[config.mk]
export PLATFORM = sky130hd
export DESIGN_NAME = snake_render
export DESIGN_NICKNAME = d
export VERILOG_FILES = /design/src/rtl/snake_pkg.sv /design/src/rtl/snake_fb.sv /design/src/rtl/snake_render.sv
export SDC_FILE = /design/constraint.sdc
export NUM_CORES = 1
export LEC_CHECK = 0
export CORE_MARGIN = 10
export CORE_UTILIZATION = 61
export DETAILED_ROUTE_END_ITERATION = 6
export MAX_ROUTING_LAYER = met4
export PLACE_DENSITY = 0.8
export SETUP_SLACK_MARGIN = 0.2
export SYNTH_ARGS = -nofsm -noshare
export SYNTH_HDL_FRONTEND = slang
export SYNTH_SLANG_ARGS = --single-unit
[constraint.sdc]
create_clock -name Clk -period 5.5 [get_ports Clk]
set_clock_uncertainty 0.2 [all_clocks]
set_input_delay 0.825 -clock Clk [delete_from_list [all_inputs] [get_ports Clk]]
set_output_delay 0.825 -clock Clk [all_outputs]
set_load 0.02 [all_outputs]
[src/rtl/snake_pkg.sv]
`default_nettype none
// ============================================================================
// Module  : snake_pkg
// Brief   : Shared types and constants for the snake renderer.
//           Includes the pixel codes, the render/paint state encodings,
//           and the segment extraction helper.
// Revision: 1.0 - initial release
// ============================================================================
package snake_pkg;

  localparam int GRID_CELLS  = 256;
  localparam int SEG_ADDR_W  = 8;
  localparam int SEG_SLOTS   = 16;
  localparam int SEG_IDX_W   = 4;
  localparam int SEG_FLAT_W  = SEG_SLOTS * SEG_ADDR_W;

  localparam logic [1:0] PIX_EMPTY = 2'b00;
  localparam logic [1:0] PIX_BODY  = 2'b01;
  localparam logic [1:0] PIX_HEAD  = 2'b10;
  localparam logic [1:0] PIX_FOOD  = 2'b11;

  typedef enum logic [1:0] {
    ST_IDLE  = 2'd0,
    ST_PAINT = 2'd1,
    ST_SCAN  = 2'd2,
    ST_DONE  = 2'd3
  } render_state_t;

  // Sub-steps of PAINT: body segments (tail first), then food, then head last
  // so that later writes give the priority head > food > body.
  typedef enum logic [1:0] {
    PH_BODY = 2'd0,
    PH_FOOD = 2'd1,
    PH_HEAD = 2'd2
  } paint_phase_t;

  // Segment k is packed MSB-first: segment 0 (head) sits in the top byte.
  function automatic logic [SEG_ADDR_W-1:0] seg(
    input logic [SEG_FLAT_W-1:0] flat,
    input logic [SEG_IDX_W-1:0]  k
  );
    return flat[SEG_FLAT_W - 1 - SEG_ADDR_W * int'(k) -: SEG_ADDR_W];
  endfunction

endpackage
`default_nettype wire

[src/rtl/snake_fb.sv]
`default_nettype none
// ============================================================================
// Module  : snake_fb
// Brief   : Two-bit-per-cell framebuffer with synchronous clear-all, one
//           write port and one registered read port.  A read of the cell
//           being written in the same cycle returns the new data.
// Revision: 1.0 - initial release
// ============================================================================
module snake_fb
  import snake_pkg::*;
#(
  parameter int ADDR_W = 8
) (
  input  logic              Clk,
  input  logic              i_clear,
  input  logic              i_we,
  input  logic [ADDR_W-1:0] i_wr_addr,
  input  logic [1:0]        i_wr_data,
  input  logic [ADDR_W-1:0] i_rd_addr,
  output logic [1:0]        o_rd_data
);

  localparam int c_CELLS = 2 ** ADDR_W;

  logic [1:0] r_mem [c_CELLS];
  logic [1:0] r_rd_data;

  // Cell storage: clear-all has priority over the single write port.
  always_ff @(posedge Clk) begin
    if (i_clear) begin
      for (int i = 0; i < c_CELLS; i++) begin
        r_mem[i] <= PIX_EMPTY;
      end
    end else if (i_we) begin
      r_mem[i_wr_addr] <= i_wr_data;
    end
  end

  // Registered read with write-through so the last paint write is visible
  // to the first scan pixel without an extra cycle.
  always_ff @(posedge Clk) begin
    if (i_clear) begin
      r_rd_data <= PIX_EMPTY;
    end else if (i_we && (i_wr_addr == i_rd_addr)) begin
      r_rd_data <= i_wr_data;
    end else begin
      r_rd_data <= r_mem[i_rd_addr];
    end
  end

  assign o_rd_data = r_rd_data;

endmodule
`default_nettype wire

[src/rtl/snake_render.sv]
`default_nettype none
// ============================================================================
// Module  : snake_render
// Brief   : Snapshots the snake game state on request, paints a framebuffer
//           and streams every cell in raster order over valid/ready.
// Revision: 1.0 - initial release
// ============================================================================
module snake_render
  import snake_pkg::*;
#(
  parameter int GRID_BITS = 4,
  parameter int MAX_SEG   = 16
) (
  input  logic                         Clk,
  input  logic                         Reset,
  input  logic                         Frame_Start,
  input  logic [2*GRID_BITS-1:0]       Food,
  input  logic [$clog2(MAX_SEG)-1:0]   Length,
  input  logic [MAX_SEG*2*GRID_BITS-1:0] Locations_Flat,
  output logic                         Pix_Valid,
  input  logic                         Pix_Ready,
  output logic [2*GRID_BITS-1:0]       Pix_Addr,
  output logic [1:0]                   Pix_Data,
  output logic                         Busy,
  output logic                         Frame_Done
);

  localparam int c_AW = 2 * GRID_BITS;
  localparam int c_LW = $clog2(MAX_SEG);

  render_state_t            r_state, w_state_nxt;
  paint_phase_t             r_phase, w_phase_nxt;
  logic [c_LW-1:0]          r_paint_idx, w_paint_nxt;
  logic                     r_valid, w_valid_nxt;
  logic [c_AW-1:0]          r_addr, w_addr_nxt;
  logic [c_AW-1:0]          r_food;
  logic [MAX_SEG*c_AW-1:0]  r_locs;

  logic                     w_load;
  logic                     w_clear;
  logic                     w_we;
  logic [c_AW-1:0]          w_wr_addr;
  logic [1:0]               w_wr_data;
  logic [c_AW-1:0]          w_rd_addr;
  logic [1:0]               w_rd_data;
  logic                     w_handshake;

  assign w_handshake = r_valid & Pix_Ready;

  // Next-state, paint sequencing and scan counter control.
  always_comb begin
    w_state_nxt = r_state;
    w_phase_nxt = r_phase;
    w_paint_nxt = r_paint_idx;
    w_valid_nxt = r_valid;
    w_addr_nxt  = r_addr;
    w_load      = 1'b0;
    w_clear     = 1'b0;
    w_we        = 1'b0;
    w_wr_addr   = '0;
    w_wr_data   = PIX_EMPTY;
    case (r_state)
      ST_IDLE: begin
        w_valid_nxt = 1'b0;
        w_addr_nxt  = '0;
        if (Frame_Start) begin
          w_load      = 1'b1;
          w_clear     = 1'b1;
          w_paint_nxt = Length;
          w_phase_nxt = (Length == '0) ? PH_FOOD : PH_BODY;
          w_state_nxt = ST_PAINT;
        end
      end
      ST_PAINT: begin
        w_we = 1'b1;
        case (r_phase)
          PH_BODY: begin
            w_wr_addr = seg(r_locs, r_paint_idx);
            w_wr_data = PIX_BODY;
            if (r_paint_idx == c_LW'(1)) begin
              w_phase_nxt = PH_FOOD;
            end else begin
              w_paint_nxt = r_paint_idx - 1'b1;
            end
          end
          PH_FOOD: begin
            w_wr_addr   = r_food;
            w_wr_data   = PIX_FOOD;
            w_phase_nxt = PH_HEAD;
          end
          default: begin
            w_wr_addr   = seg(r_locs, '0);
            w_wr_data   = PIX_HEAD;
            w_state_nxt = ST_SCAN;
            w_valid_nxt = 1'b1;
            w_addr_nxt  = '0;
          end
        endcase
      end
      ST_SCAN: begin
        if (w_handshake) begin
          if (&r_addr) begin
            w_state_nxt = ST_DONE;
            w_valid_nxt = 1'b0;
            w_addr_nxt  = '0;
          end else begin
            w_addr_nxt = r_addr + 1'b1;
          end
        end
      end
      ST_DONE: begin
        w_state_nxt = ST_IDLE;
      end
      default: begin
        w_state_nxt = ST_IDLE;
        w_valid_nxt = 1'b0;
        w_addr_nxt  = '0;
      end
    endcase
  end

  // State register.
  always_ff @(posedge Clk) begin
    if (!Reset) begin
      r_state <= ST_IDLE;
    end else begin
      r_state <= w_state_nxt;
    end
  end

  // Paint index, phase and scan output registers.
  always_ff @(posedge Clk) begin
    if (!Reset) begin
      r_phase     <= PH_BODY;
      r_paint_idx <= '0;
      r_valid     <= 1'b0;
      r_addr      <= '0;
    end else begin
      r_phase     <= w_phase_nxt;
      r_paint_idx <= w_paint_nxt;
      r_valid     <= w_valid_nxt;
      r_addr      <= w_addr_nxt;
    end
  end

  // Game-state snapshot so the core may update freely mid-frame.
  always_ff @(posedge Clk) begin
    if (w_load) begin
      r_food <= Food;
      r_locs <= Locations_Flat;
    end
  end

  // Read one cell ahead on acceptance so Pix_Data tracks Pix_Addr with no bubble.
  assign w_rd_addr = (r_state == ST_SCAN && w_handshake) ? r_addr + 1'b1 : r_addr;

  snake_fb #(
    .ADDR_W (c_AW)
  ) u_fb (
    .Clk       (Clk),
    .i_clear   (w_clear & Reset),
    .i_we      (w_we & Reset),
    .i_wr_addr (w_wr_addr),
    .i_wr_data (w_wr_data),
    .i_rd_addr (w_rd_addr),
    .o_rd_data (w_rd_data)
  );

  assign Pix_Valid  = r_valid;
  assign Pix_Addr   = r_addr;
  assign Pix_Data   = r_valid ? w_rd_data : PIX_EMPTY;
  assign Busy       = (r_state != ST_IDLE);
  assign Frame_Done = (r_state == ST_DONE);

endmodule
`default_nettype wire
# Word-level counts from Yosys, hierarchy flattened
# Memory sizes are Yosys's and may differ from the RTL's. A register that Yosys moved wholly into a read port is not among the register bits.
# Index checks and enable logic that the tools add are counted.
[classes]
n_bitwise = 3
n_shift = 1
n_mux = 39
n_eq_ne = 13
div_mod_pow = 0
order_cmp = 0
n_reduce_logical = 15
multipliers = 0
add_sub_neg = 3
[ops]
columns = ["cell", "n"]
rows = [
  ["indexed part select 135 x 8 -> 8 bit", 1],
  ["two-way mux 8 bit", 6],
  ["one-hot mux 8 bit (3 select lines)", 1],
  ["two-way mux 2 bit", 9],
  ["one-hot mux 8 bit (2 select lines)", 1],
  ["AND reduction 4 bit", 4],
  ["two-way mux 1 bit", 13],
  ["two-way mux 4 bit", 3],
  ["inequality test 2 bit, second input constant", 6],
  ["one-hot mux 2 bit (2 select lines)", 3],
  ["adder 8 x 1 -> 8 bit, second input constant", 1],
  ["one-hot mux 2 bit (4 select lines)", 1],
  ["one-hot mux 4 bit (2 select lines)", 1],
  ["AND reduction 8 bit", 1],
  ["subtractor 7 x 7 -> 8 bit, first input constant", 1],
  ["inequality test 3 bit, second input constant", 2],
  ["equality test 2 x 1 -> 1 bit, second input constant", 2],
  ["equality test 2 bit, second input constant", 2],
  ["equality test 4 x 1 -> 1 bit, second input constant", 1],
  ["zero test 2 bit", 2],
  ["zero test 4 bit", 1],
  ["nonzero test 2 bit", 2],
  ["OR reduction 2 bit", 2],
  ["subtractor 4 x 1 -> 4 bit, second input constant", 1],
  ["5 further kinds", 7],
]
[word_totals]
inputBits = 144
reg_bits = 153
out_inout_bits = 13
latch_bits = 0
elab_cells = 82
mem_count = 1
romBits = 0
mem_bits_rw = 512
[memory_table]
columns = ["memory", "words", "word_bits", "rd", "rd_ports_with_merged_regs", "write_ports", "line", "text"]
rows = [
  ["u_fb.r_mem", 256, 2, 1, 1, 256, "snake_fb.sv:25", "logic [1:0] r_mem [c_CELLS];"],
]

# Depth between registers and ports, before layout
# Gate-level depths: netlist of run 1.
[depth]
depth_word = 8
ltp_mapped = 16

# Modules after synthesis
# A second synthesis of run 1 with hierarchy kept.
[hier_totals]
cells_unflattened = 2333
area_unflattened_um2 = 31839.3
[modules_own_cells]
columns = ["module", "area_per_inst_um2", "cells_per_inst", "instances"]
rows = [
  ["snake_fb", 25298.0, 1945, 1],
  ["snake_render", 6541.3, 388, 1],
]

# Least setup slack after synthesis of run 1
# OpenSTA, ideal clock, no wires.
[synth_timing]
path_type = "in2reg"
from = "in Frame_Start"
to = "mem u_fb.r_mem[113][0] (enable)"
arrival_ps = 4594
cell_stages = 6
slack_ps = 378
n_path_buf = 2
path_cell_list = "nand2_1 > inv_1 > nand2_1 > clkbuf_1 > clkbuf_1 > o21ai_0"
[synth_lines]
columns = ["item", "line", "text"]
rows = [
  ["start, declared", "snake_render.sv:16", "input logic Frame_Start,"],
  ["end, declared", "snake_fb.sv:25", ""],
]

# Worst setup path in the final report of run 1
[layout_timing]
from = "reg r_addr[1], in the netlist Pix_Addr[1]"
to = "reg u_fb.r_rd_data[0], in the netlist u_fb.o_rd_data[0] (read register of u_fb.r_mem)"
[layout_between]
elab_chain_len = 2
[layout_rtl]
columns = ["item", "line", "text"]
rows = [
  ["start, declared", "snake_render.sv:35", "logic [c_AW-1:0] r_addr, w_addr_nxt;"],
  ["start signal, assigned", "snake_render.sv:142", "r_addr <= w_addr_nxt;"],
  ["adder 8 x 1 -> 8 bit", "snake_render.sv:155", "assign w_rd_addr = (r_state == ST_SCAN && w_handshake) ? r_addr + 1'b1 : r_addr;"],
  ["two-way mux 8 bit (*)", "snake_render.sv:155", ""],
  ["end, declared", "snake_fb.sv:26", "logic [1:0] r_rd_data;"],
]
# Every way passes the cells marked *; elsewhere a longest branch is shown, timed or not.
# A chain may end at the register's enable or synchronous reset.

==> results of run 1 <==
## metrics by stage
| step | cell area (µm²) | utilization, % | worst slack (ps) | cells | hold slack, ps |
|---|---|---|---|---|---|
| 2_1_floorplan | 34700 | - | 378 | 3242 | 295 |
| 3_3_place_gp | 36800 | 65.3 | 530 | 3920 | 307 |
| 3_5_place_dp | 36800 | 65.3 | 465 | 3920 | 342 |
| 4_1_cts | 39100 | 69.4 | 765 | 4054 | 350 |
| 5_1_grt | 39100 | 69.4 | 519 | 4057 | 396 |
| 6_report | 39100 | 69.4 | 511 | 4058 | 350 |
## per-layer routing
| layer | vias up | track usage (%) | wire, µm |
|---|---|---|---|
| met3 | 537 | 8.31 | 15700 |
| met2 | 2493 | 53.1 | 53400 |
| met5 | - | - | 0 |
| li1 | 12400 | - | - |
| met4 | 0 | 19.8 | 7240 |
| met1 | 14200 | 41.3 | 38900 |
## sequential cells by signal, summed over array words and instances, names as in the netlist
signal	count
r_paint_idx	4
u_fb.o_rd_data	2
Pix_Valid	1
r_state	2
r_phase	2
Pix_Addr	8
r_locs	128
u_fb.r_mem	512
r_food	8
## synth_stat cells, types with 11 or more instances
master    count
nor4_1       19
dfxtp_1      19
a31oi_1      21
o21ai_0     371
a211oi_1     24
nand2_1     147
nand3_1     105
o22ai_1     173
a21oi_1      94
nor2b_1      30
a32oi_1      12
o211ai_1     19
nand2b_1     16
buf_2       116
a221oi_1     11
inv_1        11
mux2i_1     149
clkbuf_1    171
or3_1        13
o221ai_1    155
mux2_2       15
nor2_1      566
nor3_1       70
buf_1        38
buf_4        11
and2_1       13
a22oi_1      15
buf_6        11
mux4_2       34
edfxtp_1    648
## report_power, final
part	leakage (nW)	total [mW]	internal [mW]	switching [mW]
clock network	1.12	4.83	2.75	2.08
registers	6.23	7.08	6.56	0.511
logic	4.37	4.01	1.35	2.67
## logic make-up (layout without fill, tap and decap cells)
group	count (synthesis)	count (layout)	synth area share, %
xor+xnor	14	14	0.375
simple gates	1033	1033	13.0
mux	198	198	6.98
other cells	0	4	0
flops	667	667	57.1
compound gates	962	962	17.6
fa+ha+maj	7	7	0.252
buf+inv	361	417	4.68
## layout make-up
cell class,count,area [µm²]
sequential,667,19800
fill,4051,17300
multi-input combinational,2214,13400
timing repair buffer,270,2610
clock buffer,95,1950
tap,756,946
clock inverter,39,354
inverter,13,51.3
antenna,4,10.0
## worst max-delay path by stage
| stage | startpoint | end | slack [ps] | depth (start not counted) |
|---|---|---|---|---|
| floorplan | Frame_Start | u_fb.r_mem[113][0]$_SDFFCE_PN0P_ | 380 | 6 |
| CTS | Pix_Addr[1]$_SDFFE_PN0P_ | u_fb.o_rd_data[0]$_SDFF_PP0_ | 760 | 10 |
| finish | Pix_Addr[1]$_SDFFE_PN0P_ | u_fb.o_rd_data[0]$_SDFF_PP0_ | 510 | 10 |
| detailed placement | Pix_Ready | u_fb.o_rd_data[0]$_SDFF_PP0_ | 470 | 12 |
| global placement | Pix_Ready | u_fb.o_rd_data[0]$_SDFF_PP0_ | 530 | 12 |
| global route | r_paint_idx[0]$_SDFFE_PN0P_ | u_fb.r_mem[178][1]$_SDFFCE_PN0P_ | 520 | 9 |
## critical path: cells and delay by family, from the launching register on
family / cells / cell delay, ps
fa+ha+maj: 1 / 720
buf+inv: 1 / 340
flops: 1 / 740
simple gates: 3 / 1060
compound gates: 5 / 1740
## layout by cell type (no fill, tap or decap), types with 16 or more instances in the layout
cell | synthesis | routed
edfxtp_1 | 648 | 648
nor2_1 | 566 | 563
o21ai_0 | 371 | 371
o22ai_1 | 173 | 173
clkdlybuf4s50_1 | 0 | 156
o221ai_1 | 155 | 155
mux2i_1 | 149 | 149
nand2_1 | 147 | 144
nand3_1 | 105 | 104
buf_4 | 11 | 99
a21oi_1 | 94 | 93
clkbuf_16 | 0 | 73
nor3_1 | 70 | 69
mux4_2 | 34 | 34
nor2b_1 | 30 | 30
a211oi_1 | 24 | 24
a31oi_1 | 21 | 21
nor4_1 | 19 | 19
o211ai_1 | 19 | 19
clkbuf_1 | 171 | 18
nand2b_1 | 16 | 16
==> summary.md, run 1 <==
| Metric | Value |
|---|---|
| TritonCTS clock tree | `done` |
| HP Class | `reg2reg` |
| Max Root-Sink Buffers | `3` |
| Worst R2R Start | `Pix_Addr[1]$_SDFFE_PN0P_` |
| Mapped Avg Cell Area | `10.7 µm²` |
| DRT Pass-1 Iters | `7` |
| Leak | `11.7 nW` |
| Fin crit period | `4990 ps` |
| Cells along the critical path | `ha_4 -> nand4_1 -> buf_12 -> o22ai_1 -> nor3_1 -> a2111oi_0 -> o22ai_1 -> nor4_1 -> a211oi_1 -> a31o_1` |
| Worst-path clk slew | `60 ps` |
| Global-route usage over all layers | `34.5%` |
| Hold_buf cts | `0` |
| Detailed Route WL | `115 mm` |
| Synth Instances | `3242` |
| Root buf cell | `clkbuf_16` |
| Max Fclk | `0.200 GHz` |
| NumNets Final | `3390` |
| Die Ht | `259 µm` |
| CP endpoint kind | `flop` |
| Sinks on Clock Net | `667` |
| Number of flops mapped to enable cells by yosys | `648` |
| Post_cts resized | `0` |
| Setup bufs post-CTS | `0` |
| Number of global-route vias before repair | `28200` |
| Total congestion overflow | `0` |
| Via density | `7.30` |
| Failing checks | `design-rule violations` |
| Hpwl dp | `73.1 mm` |
| Fin. max-slew vios | `0` |
| Max incr delay on CP | `930 ps` |
| Worst endpoint required time | `5820 ps` |
| Die Wd | `259 µm` |
| Status | `finished with violations` |
| Worst reg2reg setup slack | `510 ps` |
| Total negative setup slack | `0 ps` |
| Startpoint Class | `flop` |
| Initial DRC count | `5024` |
| Die footprint | `66900 µm²` |
| Synth Flop Type | `edfxtp_1` |
| Top cells by area, synth | `edfxtp_1 56%, nor2_1 6.1%, o21ai_0 5.3%, mux2i_1 4.3%, o221ai_1 3.9%` |
| Setup Viol. Count Final | `0` |
| Unrepaired setup endpoints after global routing | `no` |
| Count of different cell masters after synthesis | `81` |
| Global-route wire length before repair | `171 mm` |
| Largest net degree at the start of global routing | `158` |
| Slew @ Worst Pin | `1360 ps` |
| Drt wl/cell | `28.4 µm` |
| Site row count | `87` |
| Layout area overhead | `12.6%` |
| Final Cycle Share | `90.7%` |
| Max Cap Violations | `0` |
| Total Power | `15.9 mW` |
| DR vias | `29600` |
| Num CTS Buffers | `73` |
| Relative slew margins | `9.39%` |
| Post-Syn Area | `34700 µm²` |
| CP Max Fanout | `66` |
| H-tree depth | `3` |
| Final GP Congestion | `1.00` |
| DRC viols | `3` |
| Async set-reset flop share out of synthesis | `0%` |
| Worst vdd ir | `0.337 mV` |
| Number of I/O port buffers | `156` |
| Fraction of layout cells with a size suffix above 1 | `9.52%` |
| Syn_nets | `3393` |
| Worst Reg-to-Reg Cells | `10` |
| Worst EP arrival | `5310 ps` |
| Final ANT Viol Nets | `0` |
| Reg-to-reg critical path endpoint | `u_fb.o_rd_data[0]$_SDFF_PP0_` |
| Critical Path Slowest Stage Cell | `a2111oi_0` |
| Synth warnings | `0` |
| Crit-path most repeated cell | `o22ai_1` |
| Worst Hold Depth | `2` |
| Hold EP | `r_state[0]$_SDFFE_PN0P_` |
| Crit path kind | `reg2reg` |
| Hold Vio Cnt, Final | `0` |
| HP Start | `r_state[0]$_SDFFE_PN0P_` |
| Seq/Total Area, Yosys | `57.1%` |
| Clock insertion delay at the later pin of the skew report | `640 ps` |
| Initial Util | `61.6%` |
| Power Dens Cells | `407 nW/µm²` |
| Core box area | `56400 µm²` |
| Synth top area share | `56.0%` |
| Antenna violations before repair | `3` |
| Num ports | `157` |
| Synth area leader | `edfxtp_1` |
| Seq cells post-synth | `667` |
No activity file was read; power rests on OpenSTA's default activity.
==> run 2, diff against run 1 <==
- CORE_UTILIZATION: 61 -> 30
- PLACE_DENSITY: 0.8 -> unset
==> summary.md, run 2 (synthesized netlist as in run 1, its figures left out) <==
| Metric | Value |
|---|---|
| Switching Share | `33.0%` |
| Sequential power share | `44.0%` |
| Hold Vio Cnt, Final | `0` |
| Critical Path Slowest Stage Cell | `a2111oi_0` |
| Worst EP arrival | `5110 ps` |
| Worst-path clk slew | `60 ps` |
| Status | `finished clean` |
| Worst Path Buf+Inv | `3` |
| Area occupied by multi-input gates | `13400 µm²` |
| Commonest non-fill, non-tap cell in the layout | `edfxtp_1` |
| Via density | `5.83` |
| Internal power | `10.7 mW` |
| Sinks on Clock Net | `667` |
| H-tree depth | `3` |
| Clk pwr share | `30.6%` |
| Global-route wire length before repair | `172 mm` |
| Final Cycle Share | `86.9%` |
| Grt met3 use | `4.39%` |
| Hpwl dp | `75.1 mm` |
| Final GP Congestion | `0.949` |
| Crit path max-delay family | `compound AO/OA/AOI/OAI gates` |
| Cells along the critical path | `inv_1 -> ha_1 -> nand4b_4 -> buf_12 -> buf_4 -> o22ai_1 -> nor2_1 -> a2111oi_0 -> o22ai_1 -> nor4_1 -> a211oi_1 -> a31o_1` |
| Num ports | `157` |
| Biggest register | `u_fb.r_mem` |
| Crit path kind | `reg2reg` |
| Leak | `11.8 nW` |
| Num CTS Buffers | `74` |
| Psw | `5.28 mW` |
| DRT Pass-1 Iters | `6` |
| Hold_buf cts | `0` |
| Max Root-Sink Buffers | `3` |
| Setup bufs post-CTS | `0` |
| Fin. max-slew vios | `0` |
| Drt wl/cell | `24.3 µm` |
| Max Fclk | `0.209 GHz` |
| Startpoint Class | `flop` |
| Power Dens Cells | `397 nW/µm²` |
| Total negative setup slack | `0 ps` |
| Comb pwr share | `25.3%` |
| Worst endpoint required time | `5830 ps` |
| M1 GR Usage | `22.3%` |
| DR vias | `28100` |
| Die Ht | `360 µm` |
| Crit-path most repeated cell | `o22ai_1` |
| Initial Util | `30.3%` |
| Global-route usage over all layers | `17.7%` |
| Largest register FFs | `512` |
| Final Core Density | `35.1%` |
| Hold_ws | `337 ps` |
| Site row count | `124` |
| Max Cap Violations | `0` |
| Root buf cell | `clkbuf_16` |
| Setup Viol. Count Final | `0` |
| Detailed Route WL | `117 mm` |
| Post_cts resized | `0` |
| Relative slew margins | `22.3%` |
| GRT met2 Usage | `26.9%` |
| Seq. cell area | `19800 µm²` |
| Total congestion overflow | `0` |
| Fillers | `11300` |
| Layout area overhead | `16.0%` |
| Number of I/O port buffers | `156` |
| Clock insertion delay at the later pin of the skew report | `630 ps` |
| Largest net degree at the start of global routing | `163` |
| NumNets Final | `3402` |
| Worst vdd ir | `0.261 mV` |
| Number of global-route vias before repair | `26900` |
| Die footprint | `130000 µm²` |
| Antenna violations before repair | `5` |
| Core box area | `115000 µm²` |
| Fraction of layout cells with a size suffix above 1 | `10.1%` |
| Slew @ Worst Pin | `1160 ps` |
| HP Class | `reg2reg` |
| GRT Max-Usage Layer | `met2` |
| Most frequent cells in the layout | `648 x edfxtp_1, 562 x nor2_1, 371 x o21ai_0` |
| Max incr delay on CP | `720 ps` |
| TritonCTS clock tree | `done` |
| CP endpoint kind | `flop` |
| CP Max Fanout | `48` |
| Die Wd | `360 µm` |
| Unrepaired setup endpoints after global routing | `no` |
| Fin crit period | `4780 ps` |
| Initial DRC count | `3934` |
| Final ANT Viol Nets | `0` |
| DRC viols | `0` |
| Biggest regs | `u_fb.r_mem x512, r_locs x128` |
[run 2: cell types whose count changed in the layout (fill, tap and decap cells not counted), moves of 3 or more]
| cell | delta |
|---|---|
| nand2_2 | +6 |
| clkinv_2 | -3 |
| clkbuf_16 | +3 |
| buf_12 | +6 |
| buf_4 | +5 |
| nand2_1 | -6 |
[run 2: worst paths after layout]
path                      startpoint                           end  slack, ps  cells past startpoint
min          r_state[0]$_SDFFE_PN0P_       r_state[0]$_SDFFE_PN0P_        340                      2
max          r_state[0]$_SDFFE_PN0P_  u_fb.o_rd_data[0]$_SDFF_PP0_        720                     12
max reg2reg  r_state[0]$_SDFFE_PN0P_  u_fb.o_rd_data[0]$_SDFF_PP0_        720                     12
min reg2reg  r_state[0]$_SDFFE_PN0P_       r_state[0]$_SDFFE_PN0P_        340                      2
[run 2: layout make-up]
class                      instances  share of cell area, %
tap                             1512                   4.69
antenna                            4                 0.0248
multi-input combinational       2214                   33.2
clock inverter                    36                  0.854
sequential                       667                   49.3
timing repair buffer             281                   6.86
clock buffer                      97                   4.96
inverter                          13                  0.127
[run 2: power by group through the flow]
stage | clock (mW) | combinational [mW] | sequential (mW)
final | 4.90 | 4.06 | 7.05
after global routing | 5.16 | 4.36 | 7.12
after CTS | 4.96 | 4.02 | 7.03
after detailed placement | 0 | 4.01 | 7.13
after global placement | 0 | 3.96 | 7.11
after floorplan | 0 | 2.77 | 6.91
[run 2: worst min-delay path: cells and delay by family (launching register included)]
family          cells  cell delay [ps]
compound gates      1               60
flops               1              330
buf+inv             1              100
[run 2: per-stage QoR]
step / total power [mW] / instance area [µm²] / setup WS [ps] / instances
4_1_cts: 16.0 / 40300 / 825 / 4820
5_1_grt: 16.6 / 40300 / 584 / 4823
3_5_place_dp: 11.1 / 37900 / 356 / 4687
2_1_floorplan: 9.68 / 34700 / 378 / 3242
6_report: 16.0 / 40300 / 721 / 4824
3_3_place_gp: 11.1 / 37900 / 339 / 4687
[run 2: routing by layer]
metal / share of wire, % / vias to the layer above / routed length, µm
met4: 4.5 / 0 / 5240
met1: 40 / 13800 / 46700
met3: 11 / 305 / 12400
met2: 45 / 1611 / 53000
met5: 0 / - / 0
li1: - / 12400 / -
